`src/rtl/ins_arbiter.sv`:
```
// ============================================================================
// Module   : ins_arbiter
// Purpose  : Four-requester round-robin arbiter that turns granted channel
//            writes into 16-bit instruction words for the channel decoder,
//            with a programmable idle gap after every issued write.
// Options  : ARB_SHADOW_EN - keep a per-channel shadow of the last written
//            value and drop (ack without strobe) writes that repeat it.
// Revision : 1.0 - initial release
// ============================================================================
`default_nettype none

module ins_arbiter #(
  parameter int GAP_CYCLES = 1
) (
  input  logic        clk,
  input  logic        rst_n,
  input  logic [3:0]  req,
  input  logic [7:0]  req_ch,
  input  logic [47:0] req_data,
  output logic [3:0]  ack,
  output logic [15:0] ins,
  output logic        ins_we,
  output logic        busy
);

  localparam logic [1:0] c_IDLE  = 2'd0;
  localparam logic [1:0] c_ISSUE = 2'd1;
  localparam logic [1:0] c_GAP   = 2'd2;

  localparam logic [3:0] c_GAP_LOAD = 4'(GAP_CYCLES);

  logic [1:0]  r_state;
  logic [1:0]  r_ptr;
  logic [1:0]  r_grant;
  logic [3:0]  r_gap_cnt;

  logic [1:0]  w_grant;
  logic [1:0]  w_idx;
  logic [1:0]  w_ch;
  logic [11:0] w_data;
  logic        w_hit;
  logic        r_skip;

  // Round-robin search: walk from ptr+3 down to ptr so the closest
  // requester at or above ptr is the last (winning) assignment.
  always_comb begin
    w_grant = r_ptr;
    w_idx   = r_ptr;
    for (int k = 3; k >= 0; k--) begin
      w_idx = r_ptr + 2'(k);
      if (req[w_idx]) begin
        w_grant = w_idx;
      end
    end
  end

  assign w_ch   = req_ch[{w_grant, 1'b0} +: 2];
  assign w_data = req_data[w_grant * 12 +: 12];
  assign busy   = (r_state != c_IDLE);

`ifdef ARB_SHADOW_EN
  logic [11:0] r_shadow [4];
  logic [3:0]  r_valid;

  assign w_hit = r_valid[w_ch] && (r_shadow[w_ch] == w_data);

  // Track the last value written to each channel; remember whether the
  // current grant is a redundant write so ISSUE can skip the gap.
  always_ff @(posedge clk or negedge rst_n) begin
    if (!rst_n) begin
      r_valid <= 4'b0000;
      r_skip  <= 1'b0;
      for (int i = 0; i < 4; i++) begin
        r_shadow[i] <= 12'h000;
      end
    end else if (r_state == c_IDLE && |req) begin
      r_skip <= w_hit;
      if (!w_hit) begin
        r_shadow[w_ch] <= w_data;
        r_valid[w_ch]  <= 1'b1;
      end
    end
  end
`else
  assign w_hit  = 1'b0;
  assign r_skip = 1'b0;
`endif

  // Arbitration FSM: sample in IDLE, pulse ack/strobe for one ISSUE cycle,
  // then hold off new requests for the configured number of gap cycles.
  always_ff @(posedge clk or negedge rst_n) begin
    if (!rst_n) begin
      r_state   <= c_IDLE;
      r_ptr     <= 2'd0;
      r_grant   <= 2'd0;
      r_gap_cnt <= 4'd0;
      ack       <= 4'b0000;
      ins_we    <= 1'b0;
      ins       <= 16'h0000;
    end else begin
      case (r_state)
        c_IDLE: begin
          if (|req) begin
            r_state <= c_ISSUE;
            r_grant <= w_grant;
            ack     <= 4'b0001 << w_grant;
            if (!w_hit) begin
              ins    <= {2'b00, w_ch, w_data};
              ins_we <= 1'b1;
            end
          end
        end
        c_ISSUE: begin
          ack    <= 4'b0000;
          ins_we <= 1'b0;
          r_ptr  <= r_grant + 2'd1;
          if (r_skip || c_GAP_LOAD == 4'd0) begin
            r_state <= c_IDLE;
          end else begin
            r_state   <= c_GAP;
            r_gap_cnt <= c_GAP_LOAD;
          end
        end
        c_GAP: begin
          if (r_gap_cnt <= 4'd1) begin
            r_state   <= c_IDLE;
            r_gap_cnt <= 4'd0;
          end else begin
            r_gap_cnt <= r_gap_cnt - 4'd1;
          end
        end
        default: begin
          r_state <= c_IDLE;
        end
      endcase
    end
  end

endmodule

`default_nettype wire
```
`config.mk`:
```
export PLATFORM = sky130hd
export DESIGN_NAME = ins_arbiter
export DESIGN_NICKNAME = d
export VERILOG_FILES = /design/src/rtl/ins_arbiter.sv
export SDC_FILE = /design/constraint.sdc
export NUM_CORES = 1
export LEC_CHECK = 0
export ABC_AREA = 0
export CORE_MARGIN = 10
export CORE_UTILIZATION = 46
export DETAILED_ROUTE_END_ITERATION = 8
export PLACE_DENSITY = 0.9
export SLEW_MARGIN = 30
export SYNTH_ARGS = -nofsm -noshare
export SYNTH_HDL_FRONTEND = slang
export SYNTH_SLANG_ARGS = --single-unit
```
`constraint.sdc`:
```
create_clock -name clk -period 4.8 [get_ports clk]
set_input_delay 0.72 -clock clk [delete_from_list [all_inputs] [get_ports clk]]
set_output_delay 0.72 -clock clk [all_outputs]
set_load 0.05 [all_outputs]
```
### Yosys cells after proc, flatten, opt, wreduce, memory -nomap -nowiden

Index checks and enable logic that the tools add are counted.

* $add $sub $neg: 5
* multiply operators: 1
* order comparisons: 5
* equality and inequality tests: 4
* shift-type cells: 3
* multiplexer cells: 21
* reduce and logical (&&, ||, !) cells: 8

Operator list (number)
* indexed part select 48 x 7 -> 12 bit: 1
* case mux 4 bit (2 select lines): 2
* < comparator 2 x 3 -> 1 bit (second input constant): 4
* two-way mux 2 bit: 6
* binary-select mux 1 bit (select 2 bit): 4
* two-way mux 4 bit: 2
* indexed part select 8 x 4 -> 2 bit: 1
* case mux 2 bit (3 select lines): 1
* AND reduction 2 bit: 3
* nonzero test 2 bit: 3
* two-way mux 1 bit: 5
* adder 2 x 1 -> 2 bit (second input constant): 2
* adder 2 bit (second input constant): 2
* <= comparator 4 x 1 -> 1 bit (second input constant): 1
* multiplier 2 x 2 -> 4 bit (second input constant): 1
* != test 2 bit (second input constant): 2
* OR reduction 4 bit: 1
* << shifter 1 x 2 -> 4 bit (first input constant): 1
* subtractor 4 x 1 -> 4 bit (second input constant): 1
* equality test 2 x 1 -> 1 bit (second input constant): 1
* equality test 2 bit (second input constant): 1
* logical NOT 2 bit: 1
* case mux 1 bit (2 select lines): 1

* flip-flop bits (word level): 29
* bits of input ports: 62
* output and inout bits: 22
* logic and storage cells: 54

### Logic depth before layout (Yosys ltp)

Gate-level depths: netlist of run 1.

* depth after elaboration: 10
* depth in mapped cells: 8

### Worst setup path after synthesis of run 1

No wires, ideal clock.

* path kind: reg2reg
* from: register r_state[0]
* to: register ins[3]
* setup time: 120 ps
* arrival: 1818 ps
* required time: 4680 ps
* path slack: 2861 ps
* stages on the path, launching flop included: 9
* path buffers: 1
* cells stage by stage: dfrtp_1 -> inv_1 -> ha_1 -> inv_1 -> nor2_1 -> o21a_2 -> buf_6 -> nand3_1 -> o211a_1

* word-level cells in the longest chain between the ends: 2

RTL lines
* start: declaration: RTL line 32 `logic [1:0] r_state;`
* start signal: assignment: RTL line 93 `r_state <= c_IDLE;`
* start signal: assignment: RTL line 104 `r_state <= c_ISSUE;`
* start signal: assignment: RTL line 118 `r_state <= c_IDLE;`
* logical NOT 2 bit: RTL line 101 `case (r_state)`
* AND reduction 2 bit (no source line)
* end signal: assignment: RTL line 108 `ins <= {2'b00, w_ch, w_data};`
* end: declaration: RTL line 21 `output logic [15:0] ins,`

Every way passes these cells.
A chain may end at the register's enable or synchronous reset.

### Worst setup path in the final report of run 1

* from: input req[2]
* to: register ins[13]

* word-level cells in the longest chain between the ends: 7

RTL lines
* start: declaration: RTL line 17 `input logic [3:0] req,`
* binary-select mux 1 bit (select 2 bit): RTL line 51 `if (req[w_idx]) begin`
* two-way mux 1 bit (not written as such): RTL line 51
* two-way mux 2 bit (4 in a row): RTL line 51
* indexed part select 8 x 4 -> 2 bit: RTL line 57 `assign w_ch = req_ch[{w_grant, 1'b0} +: 2];`

Parallel ways exist; a longest one is shown, timed or not. The select of a mux whose other input is x is not followed.

==> metrics.md, run 1 <==
| Metric | Value |
|---|---|
| Largest net degree at the start of global routing | `30` |
| Initial antenna violation count | `0` |
| Starting DRT DRC Count | `155` |
| Final min period | `2794 ps` |
| CTS root buf | `clkbuf_8` |
| Gpl congestion | `0.8710` |
| RSZ-0062 raised after global routing | `no` |
| Setup Crit Path Kind | `input port to register` |
| Synth area leader | `dfrtp_1` |
| First-pass GRT wire length | `10.50 mm` |
| Cts hold-fix bufs | `0` |
| Die W | `85.41 microns` |
| Worst path arrival time | `3010 ps` |
| Top cells by area, synth | `dfrtp_1 (37%), nand3_1 (14%), o21ai_0 (8.9%)` |
| I/O Buffers | `81` |
| R2R setup slack | `2440 ps` |
| CP startpoint kind | `input port` |
| Clk_lat worst skew | `280 ps` |
| Placed cell areas | `0.002759 sq mm` |
| Clock Path Buffers | `2` |
| Max-cap violations | `0` |
| Final HPWL DP | `4.924 mm` |
| Hold WC Path Type | `register to register` |
| Total CTS buffers | `5` |
| Vias | `2039` |
| R2R depth | `7` |
| Clock transition at path regs | `60 ps` |
| Post-CTS resize count | `0` |
| GR Overflow Total | `0` |
| WP data required | `5020 ps` |
| Origin of the worst setup path | `req[2]` |
| Drt pass-1 iters | `4` |
| Core Area | `0.004058 sq mm` |
| Fraction of registers with async set/reset | `100.0%` |
| Clock Skew | `5.304 ps` |
| Outcome | `finished, final reports clean` |
| I/O pin total | `84` |
| Worst Setup End Kind | `register` |
| #FFs+latches synth | `29` |
| CTS tree | `built` |
| Critical Path Sink | `ins[13]` |
| Worst-Margin Slew | `922.2 ps` |
| Seq/Total Area, Yosys | `36.87%` |
| Max Freq | `357.9 MHz` |
| RR Startpoint | `r_state[0]` |
| Setup Viol. Count Final | `0` |
| Max Slew Vio Count | `0` |
| Global Route Usage Sum | `17.51%` |
| Vias in the first global route | `2025` |
| P_leak | `1.154 nW` |
| Ant. Diodes | `0` |
| Share of the clock period used by the worst path | `58.22%` |
| Share of layout cells above drive strength 1 | `9.428%` |
| Design Area, Final | `0.002879 sq mm` |
| Setup TNS | `0 ps` |
| Crit Path Max Fanout | `29` |
| RR Endpoint | `ins[7]` |
| Unique masters post-synth | `41` |
| Fin nets | `364` |
| Fill cells | `308` |
| Antenna-violating nets left | `0` |
| Synthesis-to-finish area growth | `46.28%` |
| Die area | `0.007295 sq mm` |
| Post-synth top area share | `36.87%` |
| Ys flop type | `dfrtp_1` |
| Die H | `85.41 microns` |
| Post-synth EDFFs | `0` |
| Htree depth | `2` |
| Post-route DRC | `0` |
| Post-Syn Instances | `225` |
| Final hold vios | `0` |
| PwrDens | `655.5 mW/mm^2` |
| Cell Area, Synth | `0.001968 sq mm` |
| Starting Density | `48.50%` |
| Hold Slack | `497.3 ps` |
| Drt total wl | `6.746 mm` |
| Setup Fix Bufs, Post-CTS | `0` |
| Row count | `23` |
| Syn Area/Cell | `8.747 sq um` |
| Vias per inst | `5.876` |
| Synthesis Warnings | `0` |
| Post-DR wirelength/cell | `19.44 microns` |
| Max transition margin | `38.52%` |
| Peak VDD IR | `0.3823 mV` |
| CTS Sinks | `29` |
[state kept, by name, indices dropped and copies added (netlist names)]
register,count
ins,14
r_gap_cnt,4
r_grant,2
r_state,2
ack,4
r_ptr,2
ins_we,1
[how the worst min path moves through the flow]
| stage | startpoint | to | slack [ps] | depth (start not counted) |
|---|---|---|---|---|
| 3_3_place_gp | r_grant[0] | r_ptr[0] | 480 | 1 |
| 3_5_place_dp | r_grant[0] | r_ptr[0] | 490 | 1 |
| 6_report | r_grant[0] | r_ptr[0] | 500 | 1 |
| 4_1_cts | r_grant[0] | r_ptr[0] | 500 | 1 |
| 2_1_floorplan | rst_n | ack[0] | 420 | 0 |
| 5_1_grt | r_grant[0] | r_ptr[0] | 520 | 1 |
[cell usage in the layout, fill, tap and decap left out, types with 4 or more instances in the layout]
| master | Yosys | final |
|---|---|---|
| clkbuf_8 | 0 | 6 |
| nor2_1 | 8 | 7 |
| o21ai_0 | 35 | 35 |
| dfrtp_1 | 29 | 29 |
| clkdlybuf4s50_1 | 0 | 81 |
| nand3_1 | 55 | 55 |
| inv_1 | 8 | 8 |
| nand2b_1 | 4 | 4 |
| o41ai_1 | 4 | 4 |
| ha_1 | 6 | 6 |
| o211a_1 | 14 | 14 |
| a21oi_1 | 4 | 4 |
| nand2_1 | 6 | 6 |
[cells in the mapped netlist (all sizes together), types with 3 or more instances]
master and n:
o211a 14, nand2 6, inv 8, a21oi 4
nand3 57, o41ai 4, nor2 9, buf 13
o21ai 37, nand2b 5, dfrtp 29, o21a 3
ha 6, nor3 3, clkbuf 6
[power breakdown]
group          internal [mW]  leakage (nW)  total, mW  switching (mW)
clock network          0.169        0.0574      0.265          0.0962
registers              0.362         0.345      0.447          0.0853
logic                  0.435         0.751       1.18           0.741
[worst max-delay path, stage by stage]
cell             delay [ps]
clkdlybuf4s50_1         570
nor2b_2                 330
o21a_1                  790
o21ai_0                 300
nand3_1                 150
o211a_1                 150
[cell type report]
cell class | instances | area [sq um] | area share [%]
clock inverter | 2 | 37.54 | 1.304
inverter | 8 | 30.03 | 1.043
sequential | 29 | 725.7 | 25.21
clock buffer | 6 | 82.58 | 2.868
tap | 50 | 62.56 | 2.173
multi-input combinational | 170 | 1122 | 38.98
timing repair buffer | 82 | 818.3 | 28.42
[cells by family after synthesis]
kind of cell               count (synthesis)  synth area share, %
AOI/OAI and AO/OA                         71                25.62
xor gates and xnor gates                   1               0.4451
adders and majority gates                  6                3.814
buffers and inverters                     27                7.883
DFF                                       29                36.87
muxes                                      2                1.144
other                                      1               0.1905
and+or+nand+nor                           88                24.03
[layer usage]
metal / vias to the layer above / routed length (microns) / global-route usage, %
li1: 965 / - / -
met1: 985 / 2681 / 19.87
met2: 78 / 3412 / 29.56
met3: 11 / 516 / 5.449
met4: 0 / 135 / 7.335
met5: - / 0 / 0
[metrics by stage]
step	util, %	power (mW)	instances	worst slack (ps)
floorplan	-	1.283	226	2861
global placement	67.31	1.576	339	1657
detailed placement	67.99	1.623	339	1779
CTS	70.95	1.898	347	2041
global route	70.95	2.006	347	1848
finish	70.95	1.887	347	2006
Note: power is estimated with default switching activity, not from simulation.
==> inputs of run 2 (changes only) <==
--- a/config.mk
+++ b/config.mk
@@ -7,9 +7,9 @@
 export LEC_CHECK = 0
 export ABC_AREA = 0
 export CORE_MARGIN = 10
-export CORE_UTILIZATION = 46
+export CORE_UTILIZATION = 39
 export DETAILED_ROUTE_END_ITERATION = 8
-export PLACE_DENSITY = 0.9
+export PLACE_DENSITY = 0.82
 export SLEW_MARGIN = 30
 export SYNTH_ARGS = -nofsm -noshare
 export SYNTH_HDL_FRONTEND = slang
==> constraint.sdc (replaced) <==
create_clock -name clk -period 2.5 [get_ports clk]
set_input_delay 0.375 -clock clk [delete_from_list [all_inputs] [get_ports clk]]
set_output_delay 0.375 -clock clk [all_outputs]
set_load 0.05 [all_outputs]
==> metrics.md, run 2 (synthesized netlist as in run 1, its figures left out) <==
| Metric | Value |
|---|---|
| Initial antenna violation count | `0 (unchanged)` |
| Final HPWL DP | `4.891 mm (-0.67%)` |
| PwrDens | `1221 mW/mm^2 (+86%)` |
| Max reg flops | `14 (unchanged)` |
| I/O pin total | `84 (unchanged)` |
| Largest Register | `ins` |
| Die W | `91.04 microns (+6.6%)` |
| Max Slew Vio Count | `0 (unchanged)` |
| Setup Fix Bufs, Post-CTS | `0 (unchanged)` |
| Final instance count without filler cells | `375 (+8.1%)` |
| GR Overflow Total | `0 (unchanged)` |
| Drt pass-1 iters | `4 (unchanged)` |
| Htree depth | `2 (unchanged)` |
| Starting Density | `40.86% (-7.6 points)` |
| Vias per inst | `5.477 (-6.8%)` |
| Worst-Margin Slew | `750.4 ps (-171.8 ps)` |
| Row count | `25 (+8.7%)` |
| Outcome | `finished, final reports clean` |
| CTS Sinks | `29 (unchanged)` |
| Clock transition at path regs | `70 ps (about the same)` |
| Share of the clock period used by the worst path | `91.84%` |
| Max Freq | `435.5 MHz` |
| Clk_lat worst skew | `280 ps (about the same)` |
| I/O Buffers | `81 (unchanged)` |
| Ant. Diodes | `0 (unchanged)` |
| Hold Slack | `466.9 ps (-30.44 ps)` |
| RR Endpoint | `ins[12]` |
| Largest net degree at the start of global routing | `30 (unchanged)` |
| R2R setup slack | `470 ps (-1970 ps)` |
| Clock Skew | `7.255 ps (+1.951 ps)` |
| Worst path arrival time | `1920 ps (-1090 ps)` |
| Fin nets | `375 (+3.0%)` |
| RR Startpoint | `r_ptr[1]` |
| CP startpoint kind | `register` |
| Core Area | `0.004817 sq mm (+19%)` |
| Clock Path Buffers | `2 (unchanged)` |
| Vias | `2054 (+0.74%)` |
| Placed cell count | `367 (+8.3%)` |
| Most common cell after layout, fill and taps aside | `clkdlybuf4s50_1` |
| Crit-path cells | `inv_1 -> ha_1 -> inv_1 -> clkdlybuf4s50_1` |
| Biggest cell delay along the critical path | `800 ps (about the same)` |
| Hold WC Path Type | `input port to async pin` |
| Post-route DRC | `0 (unchanged)` |
| Final min period | `2296 ps` |
| P_leak | `1.202 nW (+4.2%)` |
| Post-CTS resize count | `0 (unchanged)` |
| CTS root buf | `clkbuf_8` |
| Antenna-violating nets left | `0 (unchanged)` |
| Crit Path Max Fanout | `4 (-86%)` |
| WP data required | `2120 ps (-2900 ps)` |
| Gpl congestion | `0.8636 (-0.85%)` |
| Setup Viol. Count Final | `0 (unchanged)` |
| Global Route Usage Sum | `15.95% (-1.6 points)` |
| Die area | `0.008288 sq mm (+14%)` |
| Max transition margin | `49.97% (+11 points)` |
| Setup Crit Path Kind | `register to output pin` |
| Most frequent cells in the layout | `clkdlybuf4s50_1 (81), nand3_1 (55), o21ai_0 (35)` |
| Starting DRT DRC Count | `188 (+21%)` |
| Post-DR wirelength/cell | `17.65 microns (-9.2%)` |
| Worst Setup End Kind | `output pin` |
| RSZ-0062 raised after global routing | `no` |
| Peak VDD IR | `0.8787 mV (+130%)` |
| Final hold vios | `0 (unchanged)` |
| Total CTS buffers | `5 (unchanged)` |
| CTS tree | `built` |
| Vias in the first global route | `2089 (+3.2%)` |
| Max-cap violations | `0 (unchanged)` |
| Regs by FF count | `ins x14, ack x4, r_gap_cnt x4` |
| Drt total wl | `6.619 mm (-1.9%)` |
| R2R depth | `6 (-1)` |
| Synthesis-to-finish area growth | `49.52%` |
| CP most frequent cell | `inv_1` |
| First-pass GRT wire length | `10.89 mm (+3.7%)` |
| Slowest cell on the critical path | `clkdlybuf4s50_1` |
| Share of layout cells above drive strength 1 | `12.34% (+2.9 points)` |
| Util after Layout | `61.09% (-9.9 points)` |
| Cts hold-fix bufs | `0 (unchanged)` |
| Die H | `91.04 microns (+6.6%)` |
==> run 2: how the worst max path moves through the flow <==
stage / startpoint / depth (start not counted) / endpoint / slack [ps]
final: r_state[0] / 4 / busy / 200
after global routing: r_state[0] / 4 / busy / 110
after detailed placement: req[1] / 7 / ins[12] / 80
after floorplan: r_state[0] / 8 / ins[3] / 560
after CTS: r_state[0] / 4 / busy / 190
after global placement: req[1] / 6 / ins[7] / -30
==> run 2: layout make-up <==
class | instances | area, sq um
well taps | 67 | 83.83
inverters | 8 | 30.03
multi-input cells | 170 | 1101
repair buffers | 93 | 900.9
clock inverters | 1 | 5.005
flip-flops and latches | 29 | 725.7
clock buffers | 7 | 96.34
fillers | 411 | 1874
==> run 2: metal layers <==
| metal | track usage, % | up-vias | share of wire, % |
|---|---|---|---|
| met5 | 0 | - | 0 |
| li1 | - | 985 | - |
| met2 | 24.82 | 87 | 47 |
| met3 | 3.951 | 3 | 6.8 |
| met1 | 20.89 | 979 | 46 |
| met4 | 5.614 | 0 | 0.36 |
==> run 2: per-stage QoR <==
stage	setup TNS [ps]	power [mW]	setup slack (ps)	area (sq um)
4_1_cts	0	3.613	187.4	2943
2_1_floorplan	0	2.464	561.2	1972
3_5_place_dp	0	3.167	80.15	2841
6_report	0	3.592	203.9	2943
5_1_grt	0	3.850	107.1	2943
3_3_place_gp	-209.7	3.105	-30.04	2835
==> run 2: critical path, delay by kind of cell (launching register included) <==
family                     cells  cell delay, ps
adders and majority gates      1             280
buffers and inverters          3             990
DFF                            1             370
==> run 2: where the power goes <==
part / switching, mW / internal (mW) / total, mW
clock: 0.188 / 0.249 / 0.436
sequential: 0.159 / 0.695 / 0.854
combinational: 1.41 / 0.887 / 2.30
==> inputs of run 3 (changes only) <==
--- a/config.mk
+++ b/config.mk
@@ -6,6 +6,7 @@
 export NUM_CORES = 1
 export LEC_CHECK = 0
 export ABC_AREA = 0
+export ABC_CLOCK_PERIOD_IN_PS = 2500
 export CORE_MARGIN = 10
 export CORE_UTILIZATION = 39
 export DETAILED_ROUTE_END_ITERATION = 8
==> results of run 3 <==
Final layout, timing and power as in run 2 (identical DEF).
